**src/rtl/c2c_monitor_wrapper_pkg.sv**
```systemverilog
// Shared types for the C2C monitor wrapper and its measurement sampler.
// Holds the count format, the vote options and the sampler FSM state encoding.
// The count word packs lane0 in the upper half and lane1 in the lower half.
package c2c_monitor_wrapper_pkg;

  localparam int C2C_COUNT_W = 16;
  localparam int SCALE_WD    = 4;
  localparam int C2C_N_MON   = 3;

  typedef struct packed {
    logic [C2C_COUNT_W-1:0] lane0;
    logic [C2C_COUNT_W-1:0] lane1;
  } c2c_count_t;

  typedef enum logic [1:0] {
    c2c_0       = 2'd0,
    c2c_1       = 2'd1,
    c2c_2       = 2'd2,
    medium_vote = 2'd3
  } c2c_vote_opt_e;

  typedef enum logic [2:0] {
    S_IDLE  = 3'd0,
    S_START = 3'd1,
    S_WAIT  = 3'd2,
    S_VOTE  = 3'd3,
    S_OUT   = 3'd4
  } c2c_sampler_state_e;

  // Monitors that must report before a vote can be taken.
  function automatic logic [C2C_N_MON-1:0] c2c_req_mask(input c2c_vote_opt_e vote);
    logic [C2C_N_MON-1:0] mask;
    case (vote)
      c2c_0:   mask = 3'b001;
      c2c_1:   mask = 3'b010;
      c2c_2:   mask = 3'b100;
      default: mask = 3'b111;
    endcase
    return mask;
  endfunction

endpackage

```
**src/rtl/c2c_median3.sv**
```systemverilog
// Median of three unsigned values.
// Latency: purely combinational.
// Backpressure: none.
module c2c_median3 #(
  parameter int W = 16
) (
  input  logic [W-1:0] i_a,
  input  logic [W-1:0] i_b,
  input  logic [W-1:0] i_c,
  output logic [W-1:0] o_med
);

  logic [W-1:0] lo_ab;
  logic [W-1:0] hi_ab;
  logic [W-1:0] hi_min_c;

  // median = max(min(a,b), min(max(a,b), c)); duplicated values fall out naturally
  always_comb begin
    lo_ab    = (i_a < i_b) ? i_a : i_b;
    hi_ab    = (i_a < i_b) ? i_b : i_a;
    hi_min_c = (hi_ab < i_c) ? hi_ab : i_c;
    o_med    = (lo_ab > hi_min_c) ? lo_ab : hi_min_c;
  end

endmodule

```
**src/rtl/c2c_monitor_sampler.sv**
```systemverilog
// Starts the replicated C2C monitors on a trigger, votes and scales their counts.
// Latency: start pulse 1 cycle after trigger; result valid 2 cycles after last required done.
// Backpressure: result held in OUT until ready; triggers outside IDLE are dropped, not queued.
module c2c_monitor_sampler
  import c2c_monitor_wrapper_pkg::*;
#(
  parameter int COUNT_W        = C2C_COUNT_W,
  parameter int TIMEOUT_CYCLES = 1024,
  parameter int N_MON          = C2C_N_MON
) (
  input  logic                       i_clk,
  input  logic                       i_rst_n,
  input  logic                       i_trigger,
  input  c2c_vote_opt_e              i_cfg_vote,
  input  logic [SCALE_WD-1:0]        i_cfg_scale,
  output logic [N_MON-1:0]           o_mon_start,
  input  logic [N_MON-1:0]           i_mon_done,
  input  logic [N_MON*2*COUNT_W-1:0] i_mon_count,
  output logic [2*COUNT_W-1:0]       o_count,
  output logic                       o_count_valid,
  input  logic                       i_count_ready,
  output logic                       o_busy,
  output logic                       o_timeout
);

  localparam int TO_W = (TIMEOUT_CYCLES > 2) ? $clog2(TIMEOUT_CYCLES) : 1;
  localparam logic [TO_W-1:0] TO_LAST = TO_W'(TIMEOUT_CYCLES - 1);

  c2c_sampler_state_e   state_q, state_d;
  c2c_vote_opt_e        vote_q, vote_d;
  logic [SCALE_WD-1:0]  scale_q, scale_d;
  logic [N_MON-1:0]     flags_q, flags_d;
  logic [2*COUNT_W-1:0] cap_q [N_MON];
  logic [2*COUNT_W-1:0] cap_d [N_MON];
  logic [TO_W-1:0]      tmo_cnt_q, tmo_cnt_d;
  logic                 timeout_q, timeout_d;
  logic [2*COUNT_W-1:0] count_q, count_d;

  logic [N_MON-1:0]     req;
  logic [N_MON-1:0]     hit;
  logic [COUNT_W-1:0]   med_l0, med_l1;
  logic [COUNT_W-1:0]   sel_l0, sel_l1;

  assign req = c2c_req_mask(vote_q);

  c2c_median3 #(.W(COUNT_W)) u_med_lane0 (
    .i_a   (cap_q[0][2*COUNT_W-1:COUNT_W]),
    .i_b   (cap_q[1][2*COUNT_W-1:COUNT_W]),
    .i_c   (cap_q[2][2*COUNT_W-1:COUNT_W]),
    .o_med (med_l0)
  );

  c2c_median3 #(.W(COUNT_W)) u_med_lane1 (
    .i_a   (cap_q[0][COUNT_W-1:0]),
    .i_b   (cap_q[1][COUNT_W-1:0]),
    .i_c   (cap_q[2][COUNT_W-1:0]),
    .o_med (med_l1)
  );

  // Pick the voted value per lane from the shadow vote setting
  always_comb begin
    sel_l0 = med_l0;
    sel_l1 = med_l1;
    case (vote_q)
      c2c_0: begin
        sel_l0 = cap_q[0][2*COUNT_W-1:COUNT_W];
        sel_l1 = cap_q[0][COUNT_W-1:0];
      end
      c2c_1: begin
        sel_l0 = cap_q[1][2*COUNT_W-1:COUNT_W];
        sel_l1 = cap_q[1][COUNT_W-1:0];
      end
      c2c_2: begin
        sel_l0 = cap_q[2][2*COUNT_W-1:COUNT_W];
        sel_l1 = cap_q[2][COUNT_W-1:0];
      end
      default: ;
    endcase
  end

  // Next-state logic: FSM transitions, done capture, timeout and result
  always_comb begin
    state_d   = state_q;
    vote_d    = vote_q;
    scale_d   = scale_q;
    flags_d   = flags_q;
    cap_d     = cap_q;
    tmo_cnt_d = tmo_cnt_q;
    timeout_d = 1'b0;
    count_d   = count_q;
    hit       = i_mon_done & req;

    case (state_q)
      S_IDLE: begin
        if (i_trigger) begin
          vote_d    = i_cfg_vote;
          scale_d   = i_cfg_scale;
          flags_d   = '0;
          tmo_cnt_d = '0;
          state_d   = S_START;
        end
      end

      S_START: state_d = S_WAIT;

      S_WAIT: begin
        for (int n = 0; n < N_MON; n++) begin
          if (hit[n]) cap_d[n] = i_mon_count[n*2*COUNT_W +: 2*COUNT_W];
        end
        flags_d = flags_q | hit;
        // completion is checked first so it wins over a same-cycle timeout
        if ((flags_d & req) == req) begin
          state_d = S_VOTE;
        end else if (tmo_cnt_q == TO_LAST) begin
          timeout_d = 1'b1;
          state_d   = S_IDLE;
        end else begin
          tmo_cnt_d = tmo_cnt_q + 1'b1;
        end
      end

      S_VOTE: begin
        if (int'(scale_q) >= COUNT_W) begin
          count_d = '0;
        end else begin
          count_d = {sel_l0 >> scale_q, sel_l1 >> scale_q};
        end
        state_d = S_OUT;
      end

      S_OUT: begin
        if (i_count_ready) state_d = S_IDLE;
      end

      default: state_d = S_IDLE;
    endcase
  end

  // State and datapath registers, all cleared by the asynchronous reset
  always_ff @(posedge i_clk or negedge i_rst_n) begin
    if (!i_rst_n) begin
      state_q   <= S_IDLE;
      vote_q    <= c2c_0;
      scale_q   <= '0;
      flags_q   <= '0;
      tmo_cnt_q <= '0;
      timeout_q <= 1'b0;
      count_q   <= '0;
      for (int n = 0; n < N_MON; n++) cap_q[n] <= '0;
    end else begin
      state_q   <= state_d;
      vote_q    <= vote_d;
      scale_q   <= scale_d;
      flags_q   <= flags_d;
      tmo_cnt_q <= tmo_cnt_d;
      timeout_q <= timeout_d;
      count_q   <= count_d;
      for (int n = 0; n < N_MON; n++) cap_q[n] <= cap_d[n];
    end
  end

  assign o_mon_start   = (state_q == S_START) ? req : '0;
  assign o_count_valid = (state_q == S_OUT);
  assign o_busy        = (state_q != S_IDLE);
  assign o_timeout     = timeout_q;
  assign o_count       = count_q;

endmodule

```
**config.mk**
```make
export PLATFORM = sky130hd
export DESIGN_NAME = c2c_monitor_sampler
export DESIGN_NICKNAME = d
export VERILOG_FILES = /design/src/rtl/c2c_monitor_wrapper_pkg.sv /design/src/rtl/c2c_median3.sv /design/src/rtl/c2c_monitor_sampler.sv
export SDC_FILE = /design/constraint.sdc
export NUM_CORES = 1
export LEC_CHECK = 0
export CORE_MARGIN = 2
export CORE_UTILIZATION = 40
export CTS_CLUSTER_SIZE = 25
export DETAILED_ROUTE_END_ITERATION = 8
export DONT_BUFFER_PORTS = 1
export SLEW_MARGIN = 20
export SYNTH_ARGS = -nofsm -noshare
export SYNTH_HDL_FRONTEND = slang
export SYNTH_HIERARCHICAL = 1
export SYNTH_SLANG_ARGS = --single-unit
```
**constraint.sdc**
```tcl
create_clock -name i_clk -period 12.5 [get_ports i_clk]
set_input_delay 2.5 -clock i_clk [delete_from_list [all_inputs] [get_ports i_clk]]
set_output_delay 2.5 -clock i_clk [all_outputs]
set_load 0.1 [all_outputs]
```
==> impl_metrics.ini, run 1 <==
[outcome]
status = complete, no violations

[cells_and_area]
finish.utilization_pct = 43.5
layout_common_cells = 151 x dfrtp_1, 116 x mux2_2, 104 x nand2_1
antenna_cells = 0
mostFrequentLayoutCell = dfrtp_1
drive_gt1_share_pct = 20.6
finalNetCount = 1375
syn_to_final_growth_pct = 7.44

[clock_network]
cts_root_buf = clkbuf_16
numCtsBuffers = 17
post-cts-setup-buffers = 0
cts_tree = built
ctsHoldBuffers = 0
clk_pin_slew_ns = 0.07
ctsResizeCount = 0
cts_buffer_depth = 2
clkSinkCount = 151
clk_latency_ns = 0.45
htreeDepth = 4

[routing]
vias_per_cell = 5.96
wl_mm = 34.7
firstDrtPassIters = 7
drtAntennaViolNets = 0
drc = 0
drtIter0Drc = 748
wire_per_inst_um = 22.1
num_vias = 9374

[sta]
drv_slew = 0
rsz0062_at_grt = false
worst_pin_slew_ns = 1.06
finClkSkew_ns = 0.0115
setup_viol_count_final = 0
max_freq_mhz = 122
period_share_pct = 65.6
tns_ns = 0
final_hold_viol_count = 0
max_slew_margin_pct = 29.5
fin_crit_ns = 8.20

[global_route]
grt.total_usage_pct = 22.9
grt_max_degree = 152
grt-busiest-layer = met2
met2_usage_pct = 39.2
grt_pass1_wl_mm = 55.6
grt_util_met1_pct = 28.8
grtUsageMet3_pct = 4.85
grt_pass1_vias = 9543
antenna_found_initial = 1
grt_remaining_overflow = 0

[yosys]
ys_warn_count = 6
syn-num-nets = 1413
async_flop_share_pct = 100
avgSynthCellArea_um2 = 9.91
ys_dominant_reg_cell = dfrtp_1
synth.top_cell.area_share_pct = 31.6
synthCells = 1207
synth_area_leaders = dfrtp_1 32%, mux2_2 11%, ha_1 10%
synth_edf_count = 0
synth_cell_type_count = 74
syn_area_mm2 = 0.0120
synth-seq-cells = 151
yosysTopAreaCell = dfrtp_1
ys_seq_area_share_pct = 31.6

[floorplanning]
core_mm2 = 0.0296
dieHeight_um = 177
die_area_mm2 = 0.0313
die_x_um = 177
pin_count = 147
row_count = 63
start_util_pct = 40.5

[setup_path]
start_kind = flip-flop
timing.critical_path.max_delay_family = compound AO/OA/AOI/OAI gates
crit_top_cell = ha_1
slowest_stage = a21oi_4
cp_data_required_time_ns = 12.89
arrival_ns = 8.59
endpoint_kind = flip-flop
max_stage_delay_ns = 0.63
cp_max_fo = 30
critPathKind = flip-flop to flip-flop
critPathBufInv = 3

[place]
hpwl_mm = 25.7
port_buffers = 0
place.gp.congestion = 0.971

[run]
maxCapViolations = 0

[hold_path]
hold_class = flip-flop to flip-flop
==> Yosys cell counts, types with 5 or more instances <==
cell type and count:
o21a_1 13, a22oi_1 18, mux2_4 39, mux2_1 10
clkbuf_1 23, nor4_1 5, nand4_1 20, and2_1 6
ha_1 97, a21oi_1 65, nor2b_1 10, buf_6 9
inv_1 80, o21ai_1 32, nand3b_1 5, xor2_1 8
a31oi_1 5, a21o_1 16, mux2_2 116, o21ai_0 39
and3_1 5, nand2_1 104, dfrtp_1 151, nor2_1 50
nand3_1 20, buf_2 31, mux4_2 9, mux2i_2 10
o22ai_1 14, a22o_1 9, mux2i_1 36, a211o_1 7
o2bb2ai_1 16, a222oi_1 17, buf_4 5, nand2b_1 13
nor3_1 10, o211ai_1 6
==> final timing paths <==
check                           startpoint          end  slack [ns]  depth (start not counted)
worst min register to register  flags_q[2]   flags_q[2]        0.50                          2
min in group asynchronous          i_rst_n    cap_q[48]        1.76                          0
worst min-delay path            flags_q[2]   flags_q[2]        0.50                          2
max in group asynchronous          i_rst_n    cap_q[50]       10.25                          0
worst max register to register   cap_q[55]  o_count[21]        4.30                         29
worst max-delay path             cap_q[55]  o_count[21]        4.30                         29
==> layout make-up <==
class                      instances  area, um2
timing repair buffer              15        133
tap                              390        488
fill                            2860      16700
multi-input combinational        903       7560
inverter                          81        304
sequential                       151       3780
clock buffer                      21        460
clock inverter                    11        138
==> through the flow <==
step | instances | cell area, um2 | setup slack (ns) | hold slack [ns]
floorplan | 1207 | 12000 | 6.33 | 0.460
global placement | 1540 | 12300 | 4.04 | 0.480
detailed placement | 1540 | 12300 | 4.42 | 0.492
CTS | 1572 | 12900 | 4.38 | 0.510
global route | 1572 | 12900 | 3.77 | 0.536
finish | 1572 | 12900 | 4.30 | 0.504
==> layer usage <==
layer / vias up / routed length (um)
li1: 4431 / -
met1: 4636 / 14900
met2: 255 / 17300
met3: 50 / 1700
met4: 2 / 805
met5: - / 13
==> logic make-up (layout without fill, tap and decap cells) <==
family / count (synthesis) / after routing / synth area share, %
buffers and inverters: 153 / 128 / 5.84
XOR/XNOR: 8 / 8 / 0.586
AND/OR/NAND/NOR: 264 / 264 / 10.6
multiplexers: 220 / 220 / 22.6
AO/OA/AOI/OAI: 314 / 314 / 18.7
flip-flops: 151 / 151 / 31.6
adder cells (fa/ha/maj): 97 / 97 / 10.1
==> worst min-delay path, stage by stage (launching register included) <==
cell and delay [ns]:
dfrtp_1 0.35, nor2_1 0.05, nor2_1 0.07
==> state kept, by name, summed over array words and instances, names as in the netlist <==
signal	cells
o_timeout	1
o_count	32
cap_q	96
scale_q	4
tmo_cnt_q	10
state_q	3
vote_q	2
flags_q	3
Power of run 1 is not shown: default switching activity piles up to over one toggle a cycle in this logic, so the estimate is an artifact.
==> run 2: changes to the inputs <==
Clock period 12.5 ns to 8 ns, I/O delays scaled along.
==> run 2 against run 1 <==
  * Largest cell class unchanged
  * Sequential cell count is the same
  * Register-to-register slack lost 3.7 ns
  * Cell count grew 0.95%
  * Highest routed layer unchanged
  * Hold slack lost 0.0038 ns
  * Clock-buffer cell count shrank 3
  * Critical path type unchanged
  * Critical path depth shrank 1
  * Cell area grew 0.82%
  * Core utilization grew 0.36 points
  * Fmax grew 11%
  * Critical endpoint unchanged
  * Non-clock buffer count grew 15
==> impl_metrics.ini, run 2 (synthesized netlist as in run 1, its figures left out) <==
[clock_network]
numCtsBuffers = 17
cts_buffer_depth = 2
clk_latency_ns = 0.46
ctsHoldBuffers = 0
clk_pin_slew_ns = 0.07
htreeDepth = 4
cts_root_buf = clkbuf_16
clkSinkCount = 151
cts_tree = built

[global_route]
grt_pass1_vias = 9770
grt_max_degree = 152
grt_pass1_wl_mm = 56.0
grt_remaining_overflow = 0
grt.total_usage_pct = 23.1
antenna_found_initial = 1

[sta]
period_share_pct = 92.0
worst_pin_slew_ns = 1.09
max_freq_mhz = 136
rsz0062_at_grt = false
drv_slew = 0
finClkSkew_ns = 0.0150
max_slew_margin_pct = 27.3
final_hold_viol_count = 0
setup_viol_count_final = 0
fin_crit_ns = 7.36
tns_ns = 0

[hold_path]
min_from = flags_q[1]
hold_class = flip-flop to flip-flop

[cells_and_area]
largest_reg_flops = 96
regMostFlops = cap_q
drive_gt1_share_pct = 21.7
syn_to_final_growth_pct = 8.32
fillers = 2860
instances_no_fill = 1587
antenna_cells = 0
mostFrequentLayoutCell = dfrtp_1
finalNetCount = 1390
layout_common_cells = 151 x dfrtp_1, 116 x mux2_2, 104 x nand2_1
finish.utilization_pct = 43.9
final_cell_area_mm2 = 0.0130

[floorplanning]
start_util_pct = 40.5
dieHeight_um = 177
die_area_mm2 = 0.0313
die_x_um = 177
pin_count = 147
core_mm2 = 0.0296
row_count = 63

[routing]
drtAntennaViolNets = 0
vias_per_cell = 6.00
drc = 0
firstDrtPassIters = 7
drtIter0Drc = 703
num_vias = 9519
wl_mm = 35.1
wire_per_inst_um = 22.1

[place]
place.gp.congestion = 0.866
dp_cells = 1555
hpwl_mm = 25.8
place_area_mm2 = 0.0124
port_buffers = 0

[setup_path]
timing.critical_path.max_delay_family = compound AO/OA/AOI/OAI gates
startpoint = cap_q[87]
cp_data_required_time_ns = 8.39
cp_max_fo = 22
r2r-start = cap_q[87]
endpoint_kind = flip-flop
arrival_ns = 7.75
crit_top_cell = ha_1
slowest_stage = o21ai_4
start_kind = flip-flop
critPathKind = flip-flop to flip-flop
critPathBufInv = 2
max_stage_delay_ns = 0.56

[outcome]
status = complete, no violations

[run]
maxCapViolations = 0
run 2: changes by cell type in the layout (fill, tap and decap cells not counted):
cell	previous run	this run
buf_12	0	1
buf_4	14	28
bufinv_16	2	1
clkbuf_1	2	0
clkbuf_8	2	1
clkinv_4	1	2
clkinvlp_4	3	6
run 2: final timing paths:
| path | end | slack [ns] | cells past startpoint |
|---|---|---|---|
| setup / recovery | o_count[21] | 0.64 | 28 |
| hold / removal | flags_q[1] | 0.50 | 2 |
| setup reg to reg | o_count[21] | 0.64 | 28 |
| hold reg to reg | flags_q[1] | 0.50 | 2 |
| max in group asynchronous | state_q[2] | 6.91 | 0 |
| min in group asynchronous | cap_q[18] | 0.84 | 0 |
run 2: worst reg2reg max path, delay by kind of cell, from the launching register on:
family	cells	cell delay [ns]
AO/OA/AOI/OAI	11	2.74
multiplexers	5	1.86
AND/OR/NAND/NOR	7	0.99
adder cells (fa/ha/maj)	3	0.95
flip-flops	1	0.46
buffers and inverters	2	0.30
run 2: cell type report:
type	count	area [um2]	share of cell area, %
Timing Repair Buffer	30	258	1.99
Clock inverter	14	139	1.07
Sequential cell	151	3780	29.2
Clock buffer	18	439	3.39
Inverter	81	304	2.35
Multi-Input combinational cell	903	7560	58.3
Tap cell	390	488	3.76
run 2: metal layers:
metal | vias up | part of all wire (%) | GRT usage, %
li1 | 4465 | - | -
met1 | 4721 | 43 | 28.8
met2 | 273 | 50 | 39.8
met3 | 58 | 4.6 | 4.34
met4 | 2 | 2.4 | 8.26
met5 | - | 0.037 | 0
run 2: repair_timing:
item | CTS | global route
endpoints found under the setup margin | 0 | 3
setup buffers | 0 | 0
gates resized for setup | 0 | 1
run 2: per-stage QoR:
stage | hold WS [ns] | setup WS [ns]
2_1_floorplan | 0.460 | 1.83
3_3_place_gp | 0.478 | 0.528
3_5_place_dp | 0.485 | 0.439
4_1_cts | 0.501 | 0.415
5_1_grt | 0.530 | 0.159
6_report | 0.500 | 0.638
Power of run 2 is left out for the same reason.
